### src/rtl/proc_pkg.sv
// Shared constants for the processor control unit: opcodes, FSM step
// encoding and the bit positions of the III/XXX/YYY instruction fields.
package proc_pkg;

    typedef enum logic [1:0] {
        T0 = 2'd0,
        T1 = 2'd1,
        T2 = 2'd2,
        T3 = 2'd3
    } tstep_t;

    localparam logic [2:0] OP_MV   = 3'b000;
    localparam logic [2:0] OP_MVI  = 3'b001;
    localparam logic [2:0] OP_ADD  = 3'b010;
    localparam logic [2:0] OP_SUB  = 3'b011;
    localparam logic [2:0] OP_MVNZ = 3'b100;

    localparam int III_MSB = 8;
    localparam int III_LSB = 6;
    localparam int XXX_MSB = 5;
    localparam int XXX_LSB = 3;
    localparam int YYY_MSB = 2;
    localparam int YYY_LSB = 0;

    // IR bit that selects subtract for the add/sub pair.
    localparam int ADDSUB_BIT = 6;

endpackage

### src/rtl/proc_control_unit_dec3to8.sv
// 3-to-8 one-hot decoder used to turn the XXX and YYY register fields
// into register enable / bus select vectors.
module dec3to8 (
    input  logic [2:0] w,
    output logic [7:0] y
);

    always_comb begin
        y = 8'b0000_0001 << w;
    end

endmodule

### src/rtl/proc_control_unit.sv
// Control FSM for a simple multi-cycle processor (mv, mvi, add, sub).
// Optional mvnz instruction enabled by defining PROC_CTRL_MVNZ_EN.
module proc_control_unit
    import proc_pkg::*;
#(
    parameter int DATA_W = 16,
    parameter int NREGS  = 8
) (
    input  logic              Clock,
    input  logic              Resetn,
    input  logic              Run,
    input  logic [DATA_W-1:0] DIN,
    input  logic              Gnz,
    output logic [NREGS-1:0]  Rin,
    output logic [NREGS-1:0]  Rout,
    output logic              Gout,
    output logic              DINout,
    output logic              Ain,
    output logic              Gin,
    output logic              AddSub,
    output logic              IRin,
    output logic              Done,
    output logic [1:0]        Tstep
);

    tstep_t     state;
    tstep_t     next_state;
    logic [8:0] ir;
    logic [2:0] opcode;
    logic [7:0] x_onehot;
    logic [7:0] y_onehot;

    assign opcode = ir[III_MSB:III_LSB];
    assign Tstep  = state;

    dec3to8 u_dec_x (
        .w (ir[XXX_MSB:XXX_LSB]),
        .y (x_onehot)
    );

    dec3to8 u_dec_y (
        .w (ir[YYY_MSB:YYY_LSB]),
        .y (y_onehot)
    );

    // Only DIN[8:0] carries the instruction; the upper bits are the immediate
    // and reach the datapath bus directly, not through this block.
`ifdef PROC_CTRL_MVNZ_EN
    logic unused_din_bits;
    assign unused_din_bits = ^DIN[DATA_W-1:9];
`else
    logic unused_din_bits;
    assign unused_din_bits = ^{DIN[DATA_W-1:9], Gnz};
`endif

    always_ff @(posedge Clock) begin
        if (!Resetn) begin
            state <= T0;
            ir    <= 9'd0;
        end else begin
            state <= next_state;
            if (state == T0 && Run) begin
                ir <= DIN[8:0];
            end
        end
    end

    // Handshake: Run is a request sampled only in T0; IRin high marks the
    // cycle in which the request is accepted and IR is loaded. Run is
    // ignored while an instruction is executing (T1..T3).
    always_comb begin
        next_state = state;
        Rin        = '0;
        Rout       = '0;
        Gout       = 1'b0;
        DINout     = 1'b0;
        Ain        = 1'b0;
        Gin        = 1'b0;
        AddSub     = 1'b0;
        IRin       = 1'b0;
        Done       = 1'b0;

        case (state)
            T0: begin
                IRin       = Run;
                next_state = Run ? T1 : T0;
            end
            T1: begin
                case (opcode)
                    OP_MV: begin
                        Rout       = y_onehot;
                        Rin        = x_onehot;
                        Done       = 1'b1;
                        next_state = T0;
                    end
                    OP_MVI: begin
                        DINout     = 1'b1;
                        Rin        = x_onehot;
                        Done       = 1'b1;
                        next_state = T0;
                    end
                    OP_ADD, OP_SUB: begin
                        Rout       = x_onehot;
                        Ain        = 1'b1;
                        next_state = T2;
                    end
`ifdef PROC_CTRL_MVNZ_EN
                    OP_MVNZ: begin
                        if (Gnz) begin
                            Rout = y_onehot;
                            Rin  = x_onehot;
                        end
                        Done       = 1'b1;
                        next_state = T0;
                    end
`endif
                    default: begin
                        Done       = 1'b1;
                        next_state = T0;
                    end
                endcase
            end
            T2: begin
                Rout       = y_onehot;
                Gin        = 1'b1;
                AddSub     = ir[ADDSUB_BIT];
                next_state = T3;
            end
            T3: begin
                Gout       = 1'b1;
                Rin        = x_onehot;
                Done       = 1'b1;
                next_state = T0;
            end
            default: begin
                next_state = T0;
            end
        endcase
    end

endmodule

### config.mk
export PLATFORM = sky130hd
export DESIGN_NAME = proc_control_unit
export DESIGN_NICKNAME = d
export VERILOG_FILES = /design/src/rtl/proc_pkg.sv /design/src/rtl/proc_control_unit_dec3to8.sv /design/src/rtl/proc_control_unit.sv
export SDC_FILE = /design/constraint.sdc
export NUM_CORES = 1
export LEC_CHECK = 0
export BUFFER_PORTS_ARGS = -buffer_cell sky130_fd_sc_hd__buf_2
export CAP_MARGIN = 0
export CORE_ASPECT_RATIO = 0.9
export CORE_MARGIN = 2
export CORE_UTILIZATION = 47
export CTS_BUF_LIST = sky130_fd_sc_hd__clkbuf_4
export DETAILED_ROUTE_END_ITERATION = 16
export PLACE_DENSITY = 0.92
export SETUP_SLACK_MARGIN = 0.3
export SLEW_MARGIN = 20
export SYNTH_ARGS = -nofsm -noshare
export SYNTH_HDL_FRONTEND = slang
export SYNTH_SLANG_ARGS = --single-unit
### constraint.sdc
create_clock -name Clock -period 4.2 [get_ports Clock]
set_input_delay 0.42 -clock Clock [delete_from_list [all_inputs] [get_ports Clock]]
set_output_delay 0.42 -clock Clock [all_outputs]
set_load 0.1 [all_outputs]
# After elaboration in Yosys (flattened, before gate mapping)
# Index checks and enable logic that the tools add are counted.
[totals]
regBits = 11
inputBits = 20
out_inout_bits = 25
[classes]
eq_ne = 6
shift = 2
mux = 17
reduce_logical = 5
[op_table]
columns = ["cell", "n"]
rows = [
  ["$pmux 8 s2", 3],
  ["$shl 1x3->8 const A", 2],
  ["$mux 1", 10],
  ["$mux 8", 1],
  ["$pmux 2 s4", 1],
  ["$eq 3x2->1 const B", 2],
  ["$eq 2x2->1 const B", 2],
  ["$reduce_or 2->1", 2],
  ["$eq 3x1->1 const B", 1],
  ["$logic_not 3->1", 1],
  ["$eq 2x1->1 const B", 1],
  ["$logic_not 2->1", 1],
  ["$mux 2", 1],
  ["$pmux 1 s2", 1],
  ["$logic_and 1x1->1", 1],
]

# Logic depth before layout (Yosys ltp)
[logic_depth]
ltp_word = 4
mapped_depth = 6

# Hierarchy
# From an unflattened synthesis, not the netlist that was laid out.
[unflattened]
hier_cells = 95
area_unflattened_um2 = 800.8
[modules_own_cells]
columns = ["mod", "n_inst", "cells_each", "area_each_um2"]
rows = [
  ["proc_control_unit", 1, 79, 670.6],
  ["dec3to8", 2, 8, 65.1],
]

# Worst setup path after synthesis
# Ideal clock, no wire load.
[synth_timing]
path_kind = "register to output"
start = "register (tool-made name)"
end = "output Rout[0]"
t_arrival_ns = 4.574
required_ns = 3.780
slack_ns = -0.794
stages_incl_launch_ff = 4
path_buffers = 0
path_cell_list = "dfxtp_1 ha_1 nor2_1 o32ai_1"
[synth_rtl]
columns = ["item", "line", "text"]
rows = [
  ["to (decl)", "proc_control_unit.sv:15", "output logic [NREGS-1:0] Rout,"],
]

# Final worst setup path
[layout_timing]
start = "register state[0], in the netlist Tstep[0]"
end = "output Rout[0]"
[layout_between]
elab_chain_cells = 2
word_cells_on_any_way = 3
cone_classes = "eq/ne: 2; mux: 1"
[layout_rtl]
columns = ["item", "line", "text"]
rows = [
  ["from (decl)", "proc_control_unit.sv:26", "tstep_t state;"],
  ["from (signal assigned)", "proc_control_unit.sv:61", "state <= next_state;"],
  ["$eq 2x2->1 / $eq 2x1->1 (equally long branches)", "proc_control_unit.sv:83", "case (state)"],
  ["$pmux 8 s2 *", "proc_control_unit.sv:83", ""],
]
# Mark *: on every way between the ends. The rest lies on a longest branch, timed or not.

==> key figures <==
Pwr
  • Pwr dens: approximately 250 nW/um^2
  • Combinational Power Share: 27.6%
  • Leakage: around 0.47 nW
  • Switch share: 36.8%
  • Sequential power share: between 40% and 50%
  • Clock Power Share: 26.5%
  • Peak supply drop: ~0.00020 V
  • Internal power: about 170 uW
  • Psw: roughly 96 uW

Floorplanning
  • I/O pins: 45
  • Height of the die: around 41 um
  • Row cnt: 13
  • Core Area: 1450 sq um
  • Die width: 45.4 um
  • Total die area: 1870 sq um
  • Initial core utilization: 50.0%

Clocking
  • Post-CTS Setup Repair Bufs: 0
  • CTS Sinks: 11
  • Clk buf depth: 2
  • CTS root buf: clkbuf_4
  • # H-tree levels: 1
  • Num CTS Buffers: 3
  • CTS tree: done
  • Worst skew pair latency: 0.26 ns
  • Worst-path clk slew: around 0.070 ns
  • Post-cts resize count: 0
  • Hold Buf Count CTS: 0

Finish
  • # nets final: about 160
  • Final Cell Area: 1030 sq um
  • Fill count: 111
  • P&R area growth vs syn: 42.4%
  • Layout cells sized above 1: 42.4%
  • N_diodes: 0

Logic synthesis
  • Mux cell area share after synthesis: 2.77%
  • Synth Area per Inst: 7.78 sq um
  • Area leader, netlist: dfxtp_1
  • Most frequent cells after synthesis: nand2_1, dfxtp_1, a21boi_0, nor2_1, ha_1
  • Compound-cell area share of the yosys netlist: 21.1%
  • Top cell type's share of synthesized area: 30.4%
  • Synthesis Warnings: 0
  • Top FF cell, synth: dfxtp_1
  • Synth top area cells: dfxtp_1, nand2_1, a21boi_0, ha_1, o32ai_1
  • Mapped Nets: 118
  • Post-synthesis cell type count: 27
  • Post-Synth Adder-Cell Area: 8.65%
  • Count leader, synth: nand2_1
  • Cells after Synth: 93
  • Largest family of logic cells by synthesized area: simple AND/OR/NAND/NOR gates
  • Async set or reset register ratio after synthesis: 0%
  • Simple-gate share of the synthesized area: 34.4%
  • Synthesis-stage register bit count: 11
  • Synth Area in XOR/XNOR: 0%
  • Synth Cell Area: 723 sq um
  • EDFF count, synth: 0
  • Register area share after synthesis: 30.4%

Detailed routing
  • Post-DRT Antenna Nets: 0
  • DRC violations left: 0
  • Vias: 797
  • Post-Route WL: between 1500 and 2000 um
  • 1st-iter DRT viols: 13
  • Drt via density: 5.42
  • DR pass1 iterations: 4
  • WL/cell: about 12 um

Place
  • I/O Buffers: 36
  • Placed Area: 1000 sq um
  • Detail Placement HPWL: 1490 um
  • Global placer's final weighted congestion: 0.866

Job
  • Max_cap viols: 0

Run status
  • Status: finished, final reports clean

Global route
  • Total track usage: approximately 20%
  • Number of global-route vias before repair: 634
  • First-pass GRT wire length: 2750 um
  • Antenna violations before repair: 0
  • Grt total ovfl: 0
  • Largest net degree at the start of global routing: 12

Worst setup path
  • Worst setup EP type: output port
  • Critical Path Max Stage Delay: 0.46 ns
  • R2R setup slack: 2.66 ns
  • Reg-to-Reg End: ir[0]
  • Crit Path Class: register to output port
  • Worst setup path startpoint: Tstep[0]
  • Worst path required time: 3.78 ns
  • Crit path cell chain: inv_1, ha_1, or3b_1, o32ai_2, buf_2
  • R2R depth: 6
  • Type of origin of the critical path: register
  • Worst EP arrival: 2.29 ns
  • Reg2reg start: Tstep[0]
  • Slowest-stage cell, CP: buf_2
  • CP max FO: 6

Timing
  • Slew @ Worst Pin: 0.676 ns
  • Setup Viol. Count Final: 0
  • Rel. slew slack: 54.5%
  • Achievable clock frequency: 369 MHz
  • Final hold violations: 0
  • Tcrit/Tclk final: ~65%
  • Clock skew: 0.00370 ns
  • Hold Slack: a little under 0.4 ns
  • Max Slew Vio Count: 0
  • Min Tclk post-route: roughly 2.7 ns
  • RSZ-0062 raised after global routing: false

Min path
  • HP Class: primary input to register
  • Hold path start: DIN[8]
  • Hold path depth: 3
  • Worst Hold End: ir[8]
==> logic make-up after synthesis <==
logic type               count (synthesis)
AO/OA/AOI/OAI                           21
multiplexers                             2
flip-flops                              11
adder cells (fa/ha/maj)                  5
buffers and inverters                    5
AND/OR/NAND/NOR                         49
==> flip-flops by register name, summed over array words and instances (netlist names), named ones only <==
name   flops
Tstep      1
ir         9
==> through the flow <==
stage               total power [mW]  std cells  worst slack (ns)  util (%)  setup TNS (ns)
floorplan                      0.178         93           -0.0995         -          -0.374
global placement               0.191        143              1.86      69.2               0
detailed placement             0.194        143              1.78      69.2               0
CTS                            0.263        147              1.48      71.1               0
global route                   0.272        147              1.36      71.1               0
finish                         0.261        147              1.49      71.1               0
==> how the worst max path moves through the flow <==
| stage | endpoint | slack, ns | cells after the start |
|---|---|---|---|
| 2_1_floorplan | Rout[3] | -0.1 | 3 |
| 3_3_place_gp | Rout[0] | 1.86 | 5 |
| 3_5_place_dp | Rout[0] | 1.78 | 5 |
| 4_1_cts | Rout[0] | 1.48 | 5 |
| 5_1_grt | Rout[6] | 1.36 | 6 |
| 6_report | Rout[0] | 1.49 | 5 |
==> cell usage in the layout, fill, tap and decap left out, drive strengths merged, types with 3 or more instances in the layout <==
master | netlist | layout
ha | 5 | 5
nand2 | 22 | 22
nor2b | 4 | 4
inv | 3 | 3
nor2 | 9 | 9
o32ai | 4 | 4
o22ai | 4 | 4
dfxtp | 11 | 11
clkbuf | 1 | 3
a21boi | 9 | 9
buf | 0 | 36
==> power by group through the flow <==
| stage | Combinational, mW | Sequential (mW) | Clock, mW |
|---|---|---|---|
| after detailed placement | 0.0724 | 0.122 | 0 |
| after floorplan | 0.0542 | 0.124 | 0 |
| after global placement | 0.0704 | 0.121 | 0 |
| final | 0.0720 | 0.120 | 0.0692 |
| after CTS | 0.0725 | 0.120 | 0.0705 |
| after global routing | 0.0771 | 0.121 | 0.0745 |
==> layer usage <==
| metal | vias up | global-route usage, % | part of all wire (%) |
|---|---|---|---|
| met5 | - | 0 | 0 |
| met4 | 0 | 8.82 | 0.28 |
| met3 | 2 | 1.76 | 5.8 |
| met2 | 28 | 36.1 | 50 |
| met1 | 368 | 25.6 | 44 |
| li1 | 399 | - | - |
==> cell type report <==
class,count,area (sq um),area share (%)
multi-input cells,77,568,55.2
flip-flops and latches,11,220,21.4
repair buffers,36,180,17.5
clock buffers,3,22.5,2.19
well taps,15,18.8,1.82
inverters,4,15.0,1.46
clock inverters,1,5.00,0.486
==> critical path: cells and delay by family (launching register included) <==
kind | cells | cell delay [ns]
AOI/OAI and AO/OA | 1 | 0.21
adders and majority gates | 1 | 0.39
buffers and inverters | 2 | 0.58
DFF | 1 | 0.43
and+or+nand+nor | 1 | 0.42
Note: power is estimated with default switching activity, not from simulation.
